**config.mk**
```make
export PLATFORM = sky130hd
export DESIGN_NAME = imm_encoder
export DESIGN_NICKNAME = d
export VERILOG_FILES = /design/src/rtl/imm_encoder.sv
export SDC_FILE = /design/constraint.sdc
export NUM_CORES = 1
export LEC_CHECK = 0
export ABC_AREA = 1
export BUFFER_PORTS_ARGS = -buffer_cell sky130_fd_sc_hd__buf_2
export CORE_ASPECT_RATIO = 0.8
export CORE_MARGIN = 2
export CORE_UTILIZATION = 40
export CTS_CLUSTER_SIZE = 10
export DETAILED_ROUTE_END_ITERATION = 8
export MAX_ROUTING_LAYER = met4
export RECOVER_POWER = 50
export SLEW_MARGIN = 0
export SYNTH_ARGS = -nofsm -noshare
export SYNTH_HDL_FRONTEND = slang
export SYNTH_SLANG_ARGS = --single-unit
```
**constraint.sdc**
```tcl
create_clock -name clk -period 3.9 [get_ports clk]
set_clock_uncertainty 0.1 [all_clocks]
set_input_delay 0.585 -clock clk [delete_from_list [all_inputs] [get_ports clk]]
set_output_delay 0.585 -clock clk [all_outputs]
set_load 0.05 [all_outputs]
```
**src/rtl/imm_encoder.sv**
```systemverilog
// imm_encoder: inverse of the datapath immediate extender.
// Turns a 32-bit constant plus an ImmSrc-style mode into the 24-bit Instr[23:0]
// immediate field, and flags constants that cannot be encoded. Modes 01/10/11
// resolve at the accepting edge; mode 00 walks the rotations one per cycle.
module imm_encoder #(
   parameter int ROT_STEPS = 16
) (
   input  logic        clk,
   input  logic        reset_n,
   input  logic        start,
   input  logic [1:0]  imm_src,
   input  logic [31:0] value,
   output logic        busy,
   output logic        done,
   output logic        valid,
   output logic [23:0] inst_field
);

   localparam int RW = (ROT_STEPS > 1) ? $clog2(ROT_STEPS) : 1;

   typedef enum logic [1:0] {
      S_IDLE   = 2'd0,
      S_SEARCH = 2'd1,
      S_DONE   = 2'd2
   } state_t;

   state_t         state_q, state_d;
   logic [RW-1:0]  r_q, r_d;
   logic           valid_q, valid_d;
   logic [23:0]    field_q, field_d;
   logic [31:0]    value_q;
   logic [31:0]    cand;
   logic           accept;

   // Rotate left; the upper half of the doubled word carries the wrapped bits.
   function automatic logic [31:0] rol32(input logic [31:0] v, input logic [4:0] sh);
      logic [63:0] t;
      t = {v, v} << sh;
      return t[63:32];
   endfunction

   // Mode 01: plain zero-extended 12-bit field.
   function automatic logic [24:0] enc_imm12(input logic [31:0] v);
      logic ok;
      ok = (v[31:12] == 20'd0);
      return ok ? {1'b1, 12'd0, v[11:0]} : 25'd0;
   endfunction

   // Mode 10: word-aligned offset whose top bits are a sign extension of bit 25.
   function automatic logic [24:0] enc_branch(input logic [31:0] v);
      logic ok;
      ok = (v[1:0] == 2'b00) &&
           ((v[31:25] == 7'h00) || (v[31:25] == 7'h7F));
      return ok ? {1'b1, v[25:2]} : 25'd0;
   endfunction

   assign accept = start && (state_q == S_IDLE);
   assign cand   = rol32(value_q, 5'({r_q, 1'b0}));

   // Next-state and result logic: one-cycle modes at acceptance, rotation search otherwise.
   always_comb begin
      state_d = state_q;
      r_d     = r_q;
      valid_d = valid_q;
      field_d = field_q;
      case (state_q)
         S_IDLE: begin
            if (start) begin
               case (imm_src)
                  2'b00: begin
                     state_d = S_SEARCH;
                     r_d     = '0;
                  end
                  2'b01: begin
                     {valid_d, field_d} = enc_imm12(value);
                     state_d            = S_DONE;
                  end
                  2'b10: begin
                     {valid_d, field_d} = enc_branch(value);
                     state_d            = S_DONE;
                  end
                  default: begin
                     valid_d = 1'b0;
                     field_d = 24'd0;
                     state_d = S_DONE;
                  end
               endcase
            end
         end
         S_SEARCH: begin
            // Smallest r is tried first, so the first hit is the preferred encoding.
            if (cand[31:8] == 24'd0) begin
               valid_d = 1'b1;
               field_d = {12'd0, 4'(r_q), cand[7:0]};
               state_d = S_DONE;
            end else if (r_q == RW'(ROT_STEPS - 1)) begin
               valid_d = 1'b0;
               field_d = 24'd0;
               state_d = S_DONE;
            end else begin
               r_d = r_q + RW'(1);
            end
         end
         S_DONE: begin
            state_d = S_IDLE;
         end
         default: begin
            state_d = S_IDLE;
         end
      endcase
   end

   // Control and result registers; reset abandons any search in flight.
   always_ff @(posedge clk or negedge reset_n) begin
      if (!reset_n) begin
         state_q <= S_IDLE;
         r_q     <= '0;
         valid_q <= 1'b0;
         field_q <= 24'd0;
      end else begin
         state_q <= state_d;
         r_q     <= r_d;
         valid_q <= valid_d;
         field_q <= field_d;
      end
   end

   // Operand capture for the rotation search; only meaningful after acceptance.
   always_ff @(posedge clk) begin
      if (accept) begin
         value_q <= value;
      end
   end

   assign busy       = (state_q == S_SEARCH);
   assign done       = (state_q == S_DONE);
   assign valid      = valid_q;
   assign inst_field = field_q;

endmodule

```
# ---- After elaboration in Yosys (flattened, before gate mapping)
# Index checks and enable logic that the tools add are counted.
dict set report classes {
  n_reduce_logical 13
  shift 1
  addsub 1
  order_cmp 0
  mul 0
  div 0
  mux 22
  n_eq_ne 12
  bitwise 0
}
# operator count
set ops {}
lappend ops {{$mux W24} 3}
lappend ops {{$pmux W24 S3} 1}
lappend ops {{$shl A64 B5 Y64} 1}
lappend ops {{$mux W25} 2}
lappend ops {{$pmux W24 S2} 1}
lappend ops {{$logic_not A24 Y1} 1}
lappend ops {{$logic_not A20 Y1} 1}
lappend ops {{$mux W4} 4}
lappend ops {{$mux W2} 4}
lappend ops {{$ne A2 B2 Y1 const B} 4}
lappend ops {{$pmux W4 S2} 1}
lappend ops {{$eq A7 B7 Y1 const B} 1}
lappend ops {{$logic_not A7 Y1} 1}
lappend ops {{$logic_not A2 Y1} 3}
lappend ops {{$reduce_and A5 Y1} 1}
lappend ops {{$add A4 B1 Y4 const B} 1}
lappend ops {{$eq A2 B1 Y1 const B} 2}
lappend ops {{$eq A2 B2 Y1 const B} 2}
lappend ops {{$eq A4 B4 Y1 const B} 1}
lappend ops {{$pmux W2 S2} 1}
lappend ops {{$reduce_and A4 Y1} 1}
lappend ops {{$mux W1} 3}
lappend ops {{$ne A3 B1 Y1 const B} 1}
lappend ops {{$pmux W1 S3} 1}
lappend ops {{6 further kinds} 7}
dict set report totals {
  ramBits 0
  regBits 63
  mem_count 0
  mem_bits_ro 0
  out_inout_bits 27
  latchBits 0
  input_bits 37
}

# ---- Logic depth before layout (Yosys ltp)
# Gate-level depths: netlist of the first run.
dict set report logic_depth {
  depth_word 7
  mapped_depth 20
}

# ---- Worst setup path before layout of the first run
# No wires, ideal clock.
dict set report synth_path {
  path_type {input -> register}
  startpoint {in start}
  endpoint {reg value_q[0], enable pin}
  setup_slack_ns 0.518
  required_ns 3.339
  t_arrival_ns 2.821
  n_path_buf 0
  path_stages 2
  cell_sequence {inv_1 nor3_1}
}
dict set report synth_via {
  elab_chain_len 1
}
# element line_no
set synth_rtl {}
lappend synth_rtl {{from (decl)} 10} ;# input logic start,
lappend synth_rtl {{$logic_and A1 B1 Y1} 57} ;# assign accept = start && (state_q == S_IDLE);
lappend synth_rtl {{named net accept} 33} ;# logic accept;
lappend synth_rtl {{to (signal assigned)} 131} ;# value_q <= value;
lappend synth_rtl {{to (decl)} 31} ;# logic [31:0] value_q;
# The timed path passes the listed nets, and every way through them passes these cells.
# A chain may end at the register's enable or synchronous reset.

# ---- Worst setup path after layout of the first run
dict set report layout_path {
  startpoint {reg r_q[1]}
  endpoint {reg field_q[1] (netlist: inst_field[1])}
}
dict set report layout_via {
  elab_chain_len 4
  elab_cells_between_ends 7
  classes_between {eq/ne (2); shift (1); mux (2); reduce/logical (2)}
}
# element line_no
set layout_rtl {}
lappend layout_rtl {{from (decl)} 28} ;# logic [RW-1:0] r_q, r_d;
lappend layout_rtl {{from (signal assigned)} 122} ;# r_q <= r_d;
lappend layout_rtl {{$shl A64 B5 Y64} 38} ;# t = {v, v} << sh;
lappend layout_rtl {{$logic_not A24 Y1} 92} ;# if (cand[31:8] == 24'd0) begin
lappend layout_rtl {{$ne A3 B1 Y1 (no source line) / $mux W24 (equally long branches)} -}
lappend layout_rtl {{$reduce_and A4 Y1 (no source line) / $pmux W24 S2 (equally long branches)} -}
lappend layout_rtl {{to (signal assigned)} 124} ;# field_q <= field_d;
lappend layout_rtl {{to (decl)} 30} ;# logic [23:0] field_q, field_d;
# Several ways; a longest one is shown, not always the timed one.

==> flow_summary_export.csv, run 1 <==
group,metric,value,unit
logic_synthesis,syn_nets,730,
power,seqPwrFrac,27.0,%
timing,setup_viol,0,
logic_synthesis,yosys.area_share.simple,49.12,%
placed_design,hpwl,11330,um
power,p_sw_share,46.48,%
global_route,grt_pass1_vias,4470,
setup_path,startpoint_type,"register",
die,placementRows,34,
timing,timing.final.crit_share,80.80,%
clock_tree,clockBufferDepth,2,
drt,viasPerCell,5.534,
timing,drv_slew,65,
setup_path,critPathCaptureType,"register",
setup_path,required,4.08,ns
die,fp.dieH,99.65,um
final_layout,antennaDiodeCount,0,
run_status,status,"finished with violations",
power,powerDensity,638.0,nW/um^2
drt,drc,0,
timing,worstMarginPinSlew,1.768,ns
timing,hold_viol,0,
final_layout,fillers,1178,
global_route,grt_usage,26.19,%
logic_synthesis,synth_compound_area_share,3.337,%
power,p_int,0.001761,W
logic_synthesis,ys_types,33,
clock_tree,insertion_delay,0.33,ns
global_route,grt_max_degree,38,
logic_synthesis,synth_top_family_by_area,"simple AND/OR/NAND/NOR gates",
global_route,antenna_found_initial,0,
clock_tree,cts_root_buffer,"clkbuf_16",
die,fp.coreArea,11020,um^2
drt,routed_wl,14770,um
die,start_util,41.52,%
clock_tree,clk_pin_slew,0.06,ns
setup_path,path_class,"register to register",
logic_synthesis,ys_ff_latch,63,
clock_tree,cts_tree,"done",
final_layout,final_util,46.81,%
logic_synthesis,synth.avg_cell_area,6.639,um^2
timing,rsz0062_at_grt,"false",
logic_synthesis,synth_xor_area_share,0.1915,%
logic_synthesis,synth_fa_ha_area_share,1.094,%
power,p_switching,0.001530,W
clock_tree,hold_buffers,0,
logic_synthesis,synth_area,4574,um^2
logic_synthesis,yosysSeqAreaShare,37.96,%
setup_path,cp.arrival,3.33,ns
setup_path,ff2ff_path_depth,15,
placed_design,dpl.cell_count,863,
drt,avgRoutedWirePerCell,16.81,um
timing,fmax,0.3174,GHz
timing,maxSlewHeadroom,-17.86,%
drt,ant_nets,0,
run_status,violations,"capacitance limit, slew limit",
power,clkPwrFrac,26.6,%
power,ir_worst_vdd,0.2238,mV
logic_synthesis,synth_top_flop_cell,"edfxtp_1",
final_layout,synthToLayoutAreaGrowth,12.75,%
logic_synthesis,yosysTopAreaCell,"nand2_1",
drt,num_vias,4864,
die,pin_count,64,
logic_synthesis,synth_top_area_share,22.65,%
timing,whs,0.3736,ns
clock_tree,clock-sinks,63,
drt,dr.pass1.iters,5,
timing,fin_ws,0.7490,ns
timing,tns,0,ns
run,maxCapViolations,2,
clock_tree,post_cts_resized,0,
clock_tree,cts_buffers,9,
timing,period_needed,3.151,ns
final_layout,nNetsFinal,771,
global_route,grt_overflow,0,
logic_synthesis,yosys_warnings,0,
final_layout,drive_gt1_share,8.844,%
die,die-area,12310,um^2
placed_design,port_buffers,63,
logic_synthesis,async_reset_ff_share,49.21,%
power,p_comb_share,46.4,%
placed_design,gp_congestion,1.083,
logic_synthesis,synthTopCellsByArea,"nand2_1 23%, edfxtp_1 21%, nand3_1 17%",
clock_tree,cts_max_level,3,
drt,drt_iter0_markers,500,
die,die_w,123.6,um
clock_tree,post_cts_buffers,0,
placed_design,dpl_worst_slack,0.8581,ns
logic_synthesis,synth_edf_count,32,
logic_synthesis,synthMuxAreaShare,0,%
final_layout,fin_cells,879,
min_path,holdCritPathClass,"register to register",
setup_path,path_max_fanout,32,
logic_synthesis,synthCells,689,
power,p_leak,2.595,nW
min_path,whs_path_depth,2,
global_route,grt_pass1_wl,24010,um
## critical path: stages (launching register included)
cell and delay, ns:
dfrtp_1 0.38, inv_2 0.43, nand3_1 0.33, nand2_1 0.13, nand2_1 0.05, inv_1 0.06
nand2_1 0.05, nand2_1 0.07, nand2_1 0.07, nand2_1 0.10, nand2_1 0.06, nor2_1 0.61
nand4_1 0.29, nand2_1 0.19, nand2_1 0.06, nand2_1 0.07
## cell usage after synthesis (5+ instances only)
cell and number:
a21oi_1 6, buf_2 10, buf_4 7, buf_6 6, clkbuf_1 14, dfrtp_1 31
edfxtp_1 32, inv_1 32, inv_2 5, nand2_1 276, nand2_2 6, nand3_1 156
nand4_1 17, nor2_1 39, nor3_1 14, o21ai_0 10
## layout by cell type, fill, tap and decap left out, types with 4 or more instances in the layout
| cell type | n |
|---|---|
| inv_1 | 32 |
| dfrtp_1 | 31 |
| nand2_2 | 6 |
| nand4_1 | 17 |
| buf_4 | 4 |
| clkbuf_1 | 34 |
| buf_2 | 30 |
| o21ai_0 | 10 |
| inv_2 | 5 |
| nor3_1 | 14 |
| a21oi_1 | 6 |
| nor4_1 | 4 |
| edfxtp_1 | 32 |
| ha_1 | 4 |
| nor2_1 | 39 |
| clkbuf_16 | 9 |
| o21ai_1 | 4 |
| nand3_1 | 156 |
| nand2_1 | 276 |
## stage by stage
stage | cell area, um^2 | power [W]
final | 5157 | 0.003291
after global routing | 5157 | 0.003518
after CTS | 5207 | 0.003275
after detailed placement | 4886 | 0.002393
after global placement | 4886 | 0.002398
after floorplan | 4574 | 0.002049
## sequential cells by signal, indices dropped and copies added (netlist names)
name and flops:
inst_field 24, valid 1, value_q 32, r_q 4, state_q 2
## kinds of logic after synthesis
| family | Yosys count |
|---|---|
| adder cells (fa/ha/maj) | 4 |
| flip-flops | 63 |
| buffers and inverters | 78 |
| AND/OR/NAND/NOR | 517 |
| AO/OA/AOI/OAI | 26 |
| XOR/XNOR | 1 |
## path summary, 6_finish.rpt
| path | from | end | slack [ns] |
|---|---|---|---|
| setup / recovery | r_q[1] | inst_field[1] | 0.75 |
| hold / removal | inst_field[11] | inst_field[11] | 0.37 |
| setup reg to reg | r_q[1] | inst_field[1] | 0.75 |
| hold reg to reg | inst_field[11] | inst_field[11] | 0.37 |
| max in group asynchronous | reset_n | inst_field[19] | 2.06 |
| min in group asynchronous | reset_n | inst_field[1] | 0.61 |
## power groups by stage
stage,logic (W),clock network (W),registers [W]
after global routing,0.00170,0.000917,0.000899
final,0.00153,0.000874,0.000889
after CTS,0.00150,0.000888,0.000883
after floorplan,0.00118,0,0.000869
after detailed placement,0.00150,0,0.000896
after global placement,0.00150,0,0.000897
## layout make-up
class,count,area (um^2),area share [%]
Clock buffer,9,225.2,4.367
Clock inverter,7,96.34,1.868
Inverter,40,152.6,2.960
Multi-Input combinational cell,548,2459,47.67
Sequential cell,63,1737,33.67
Tap cell,144,180.2,3.493
Timing Repair Buffer,68,307.8,5.968
## metal layers
layer  part of all wire [%]  vias to the layer above  routed length (um)  track usage, %
met5                      0                        -                   0               -
met4                    1.0                        0                 150           5.507
met3                    8.6                       16                1264           5.677
met2                     42                      237                6238           37.11
met1                     48                     2248                7119           38.31
li1                       -                     2363                   -               -
Power figures use the tool's default switching activity.
==> run 2, diff against run 1 <==
- ABC_AREA: 1 -> 0
- clock period: 3.9 -> 2.69 ns (I/O delays scaled with it)
==> flow_summary_export.csv, run 2 <==
group,metric,value,unit
timing,maxSlewHeadroom,-15.57,%
logic_synthesis,synth_top_flop_cell,"edfxtp_1",
clock_tree,insertion_delay,0.33,ns
final_layout,most-common-layout-cells,"59 x buf_4, 40 x mux4_2, 32 x clkbuf_1, 32 x edfxtp_1, 31 x buf_2",
setup_path,path_max_fanout,10,
power,p_leak,2.126,nW
drt,wl_met3,892,um
global_route,grt_pass1_vias,3306,
drt,avgRoutedWirePerCell,20.24,um
logic_synthesis,synth_top_area_share,23.76,%
power,p_sw_share,35.88,%
drt,drc,0,
run,maxCapViolations,1,
final_layout,layout_commonest_cell,"buf_4",
drt,drt_iter0_markers,314,
drt,viasPerCell,5.707,
final_layout,seqCellArea,1738,um^2
logic_synthesis,yosys.area_share.simple,9.406,%
drt,num_vias,3230,
timing,whs,0.1941,ns
clock_tree,clockBufferDepth,2,
setup_path,worstReg2RegEnd,"inst_field[7]",
die,die-area,10930,um^2
global_route,antenna_found_initial,0,
power,ir_worst_vdd,0.3993,mV
power,p_comb_share,50.2,%
logic_synthesis,synth_edf_count,32,
die,fp.dieH,93.93,um
placed_design,port_buffers,63,
logic_synthesis,ys_types,52,
die,start_util,41.56,%
timing,timing.final.crit_share,115.8,%
logic_synthesis,ys_ff_latch,63,
setup_path,reg2reg_from,"r_q[1]",
clock_tree,clk_pin_slew,0.06,ns
clock_tree,cts_root_buffer,"clkbuf_16",
logic_synthesis,syn_nets,342,
global_route,grt_overflow,0,
logic_synthesis,synth_area,4044,um^2
setup_path,startpoint,"r_q[1]",
placed_design,gp_congestion,0.9158,
final_layout,regMostFlops,"value_q",
logic_synthesis,synth_top_family_by_area,"multiplexers",
global_route,grt_max_degree,32,
logic_synthesis,synthTopCellsByArea,"edfxtp_1 24%, mux4_2 22%, dfrtp_1 19%",
setup_path,required,2.80,ns
final_layout,drive_gt1_share,42.33,%
global_route,grt_pass1_wl,18360,um
logic_synthesis,synth_commonest_cells,"40 x mux4_2, 32 x edfxtp_1, 31 x dfrtp_1",
setup_path,critPathCaptureType,"register",
logic_synthesis,synth_xor_area_share,0,%
timing,hold_viol,0,
run_status,violations,"capacitance limit, slew limit, setup timing",
logic_synthesis,yosysTopAreaCell,"edfxtp_1",
logic_synthesis,synth.avg_cell_area,13.43,um^2
power,seqPwrFrac,27.3,%
die,placementRows,32,
drt,wl_met2,5159,um
drt,met1_length,5146,um
drt,ant_nets,0,
logic_synthesis,synth_compound_area_share,9.530,%
logic_synthesis,synthCells,301,
final_layout,nNetsFinal,466,
clock_tree,cts_buffers,9,
run_status,status,"finished with violations",
power,p_switching,0.001740,W
clock_tree,cts_max_level,3,
clock_tree,cts_tree,"done",
setup_path,path_class,"register to register",
timing,fin_ws,-0.4245,ns
final_layout,largest_reg_flops,32,
timing,rsz0062_at_grt,"true",
drt,dr.pass1.iters,4,
setup_path,reg2reg_slack,-0.42,ns
timing,period_needed,3.115,ns
timing,tns,-11.00,ns
timing,setup_viol,31,
setup_path,cp.arrival,3.22,ns
min_path,holdCritPathClass,"primary input to register",
setup_path,setup.worst_path.end,"inst_field[7]",
logic_synthesis,synthMuxAreaShare,30.88,%
logic_synthesis,async_reset_ff_share,49.21,%
timing,worstMarginPinSlew,1.734,ns
timing,fmax,0.3211,GHz
logic_synthesis,synth_fa_ha_area_share,1.238,%
final_layout,multiInputGateArea,2143,um^2
global_route,grt_usage,23.51,%
logic_synthesis,yosys_warnings,0,
logic_synthesis,yosysSeqAreaShare,42.95,%
die,fp.coreArea,9729,um^2
power,powerDensity,918.2,nW/um^2
placed_design,hpwl,8754,um
power,p_int,0.003110,W
die,pin_count,64,
setup_path,startpoint_type,"register",
timing,drv_slew,32,
drt,highest-signal-layer,"met4",
setup_path,ff2ff_path_depth,8,
power,clkPwrFrac,22.5,%
final_layout,antennaDiodeCount,0,
clock_tree,clock-sinks,63,
die,die_w,116.4,um
logic_synthesis,post-synth-top-count-cell,"mux4_2",
drt,routed_wl,11460,um
final_layout,synthToLayoutAreaGrowth,30.63,%
final_layout,fillers,879,
## run 2: power by group through the flow
stage / logic [W] / clock network [W] / registers (W)
after floorplan: 0.00157 / 0 / 0.00125
final: 0.00243 / 0.00109 / 0.00133
after global routing: 0.00261 / 0.00115 / 0.00134
after detailed placement: 0.00230 / 0 / 0.00134
after global placement: 0.00228 / 0 / 0.00133
after CTS: 0.00239 / 0.00111 / 0.00132
## run 2: logic make-up after synthesis
kind of cell,Yosys count
compound gates,47
fa+ha+maj,4
flops,63
mux,70
simple gates,72
buf+inv,45
## run 2: final cells by class
type	count	area share, %
inverters	28	1.990
well taps	136	3.221
flip-flops and latches	63	32.90
clock inverters	7	1.066
multi-input cells	194	40.57
repair buffers	129	15.99
clock buffers	9	4.263
## run 2: per-layer routing
layer	GRT usage, %	vias to the layer above
met5	-	-
met1	33.98	1606
li1	-	1452
met2	33.82	153
met3	4.516	19
met4	7.044	0
## run 2: metrics by stage
stage | cell area, um^2 | utilization (%) | setup WS, ns | power (W) | cells
final | 5283 | 54.30 | -0.4245 | 0.004851 | 566
after global routing | 5283 | 54.30 | -0.5470 | 0.005102 | 566
after CTS | 5269 | 54.15 | -0.4199 | 0.004818 | 563
after detailed placement | 4910 | 50.46 | -0.5337 | 0.003641 | 544
after global placement | 4910 | 50.46 | -0.4540 | 0.003619 | 544
after floorplan | 4068 | - | -0.3675 | 0.002819 | 301
## run 2: worst min-delay path by stage
| stage | startpoint | end | slack (ns) | cells past startpoint |
|---|---|---|---|---|
| 6_report | value[18] | value_q[18] | 0.19 | 1 |
| 5_1_grt | value[18] | value_q[18] | 0.20 | 1 |
| 4_1_cts | reset_n | inst_field[23] | 0.09 | 1 |
| 3_5_place_dp | inst_field[21] | inst_field[21] | 0.38 | 1 |
| 3_3_place_gp | inst_field[21] | inst_field[21] | 0.37 | 1 |
| 2_1_floorplan | reset_n | inst_field[0] | 0.008 | 0 |
## run 2: worst max-delay path, stage by stage, from the launching register on
cell and delay [ns]:
dfrtp_1 0.47, buf_4 0.24, mux4_2 0.34, or4_4 0.54, buf_4 0.16, a2111oi_4 0.28
o2111ai_4 0.24, o221ai_4 0.23, mux2_2 0.40
## run 2: timing repair
item                                    in CTS  in global routing
buffers inserted                             2                  3
endpoints found under the setup margin      31                 31
gates cloned                                 1                  0
hold buffers                                 0                  0
gates resized for setup                      7                  5
pin swaps                                    3                  1
==> run 3, diff against run 2 <==
- clock period: 2.69 -> 3.6 ns (I/O delays scaled with it)
==> flow_summary_export.csv, run 3 (synthesis results as in run 2) <==
group,metric,value,unit
run_status,status,"finished with violations",
run_status,violations,"capacitance limit, slew limit",
power,powerDensity,690.1,nW/um^2
timing,drv_slew,32,
power,ir_worst_vdd,0.3398,mV
setup_path,cp.arrival,3.54,ns
global_route,antenna_found_initial,0,
drt,dr.pass1.iters,4,
final_layout,regMostFlops,"value_q",
placed_design,placed_cell_area,4496,um^2
final_layout,drive_gt1_share,30.00,%
die,die_w,116.4,um
timing,fmax,0.2930,GHz
global_route,grt_usage,21.70,%
power,p_switching,0.001170,W
final_layout,antennaDiodeCount,0,
timing,timing.final.crit_share,94.82,%
final_layout,synthToLayoutAreaGrowth,19.46,%
timing,period_needed,3.413,ns
drt,ant_nets,0,
global_route,grt_pass1_wl,16900,um
clock_tree,cts_root_buffer,"clkbuf_16",
clock_tree,clockBufferDepth,2,
final_layout,multiInputGateArea,2071,um^2
setup_path,required,3.72,ns
clock_tree,cts_tree,"done",
setup_path,path_max_fanout,15,
timing,maxSlewHeadroom,-13.92,%
final_layout,final_cell_area,4831,um^2
global_route,grt_pass1_vias,2913,
placed_design,dpl_worst_slack,0.01289,ns
final_layout,nNetsFinal,416,
timing,tns,0,ns
die,die-area,10930,um^2
placed_design,gp_congestion,0.9579,
drt,num_vias,3023,
drt,avgRoutedWirePerCell,20.66,um
setup_path,startpoint_type,"register",
power,p_leak,1.842,nW
final_layout,most-common-layout-cells,"42 x clkbuf_1, 40 x mux4_2, 32 x edfxtp_1, 30 x dfrtp_1, 27 x inv_1",
timing,worstMarginPinSlew,1.709,ns
final_layout,layout_commonest_cell,"clkbuf_1",
final_layout,largest_reg_flops,32,
power,p_int,0.002164,W
drt,drt_iter0_markers,263,
placed_design,hpwl,8182,um
placed_design,port_buffers,63,
timing,fin_ws,0.1865,ns
clock_tree,cts_buffers,9,
clock_tree,clk_pin_slew,0.06,ns
power,clkPwrFrac,27.9,%
die,fp.dieH,93.93,um
power,seqPwrFrac,31.2,%
setup_path,path_class,"register to register",
drt,routed_wl,10660,um
die,placementRows,32,
setup_path,reg2reg_slack,0.19,ns
drt,drc,0,
die,start_util,41.56,%
min_path,holdCritPathClass,"primary input to register",
clock_tree,hold_buffers,0,
clock_tree,cts_max_level,3,
global_route,grt_overflow,0,
timing,setup_viol,0,
die,fp.coreArea,9729,um^2
die,pin_count,64,
power,p_comb_share,40.9,%
final_layout,seqCellArea,1740,um^2
final_layout,fillers,873,
drt,viasPerCell,5.859,
global_route,grt_max_degree,32,
run,maxCapViolations,1,
clock_tree,clock-sinks,63,
power,p_sw_share,35.10,%
timing,hold_viol,0,
timing,rsz0062_at_grt,"false",
setup_path,critPathCaptureType,"register",
clock_tree,insertion_delay,0.34,ns
[run 3: worst max-delay path, stage by stage, from the launching register on]
cell and delay, ns:
dfrtp_4 0.56, buf_12 0.20, mux4_2 0.53, or4_4 0.57, o221ai_1 0.21, o2bb2ai_1 0.22
o2111ai_4 0.18, o221ai_4 0.21, buf_4 0.22, mux2_4 0.29
[run 3: metal layers]
| layer | share of wire, % | vias to the layer above | track usage [%] |
|---|---|---|---|
| met1 | 45 | 1528 | 31.33 |
| met5 | 0 | - | - |
| li1 | - | 1340 | - |
| met3 | 7.5 | 14 | 4.516 |
| met2 | 46 | 141 | 31.30 |
| met4 | 1.3 | 0 | 5.853 |
[run 3: through the flow]
step | instances | util (%) | power (W) | hold slack [ns]
after detailed placement | 495 | 46.21 | 0.002393 | 0.3790
after CTS | 511 | 49.55 | 0.003333 | 0.1929
after global placement | 495 | 46.21 | 0.002391 | 0.3694
after floorplan | 301 | - | 0.002090 | 0.1444
after global routing | 516 | 49.65 | 0.003506 | 0.3200
final | 516 | 49.65 | 0.003334 | 0.3290
[run 3: power groups by stage]
stage               sequential (W)  combinational [W]  clock (W)
floorplan                 0.000937            0.00115          0
global placement           0.00105            0.00134          0
detailed placement         0.00105            0.00134          0
CTS                        0.00104            0.00135   0.000949
global route               0.00106            0.00146   0.000985
finish                     0.00104            0.00136   0.000930
[run 3: area by class of cell]
| type | count | share of cell area (%) |
|---|---|---|
| Multi-Input combinational cell | 193 | 42.86 |
| Sequential cell | 63 | 36.03 |
| Timing Repair Buffer | 80 | 8.677 |
| Clock buffer | 10 | 5.180 |
| Tap cell | 136 | 3.522 |
| Inverter | 28 | 2.176 |
| Clock inverter | 6 | 1.554 |
[run 3: path summary, 6_finish.rpt]
check / startpoint / to / cells past startpoint
max: r_q[0] / inst_field[6] / 9
min: value[29] / value_q[29] / 1
max reg2reg: r_q[0] / inst_field[6] / 9
min reg2reg: inst_field[21] / inst_field[21] / 1
max in group asynchronous: reset_n / r_q[0] / 1
min in group asynchronous: reset_n / r_q[2] / 1
[run 3: what timing repair did]
| item | 4_1_cts | 5_1_grt |
|---|---|---|
| hold endpoints to repair | 0 | 0 |
| buffers inserted | 0 | 5 |
| resized for setup | 0 | 3 |
| setup endpoints to repair | 0 | 25 |
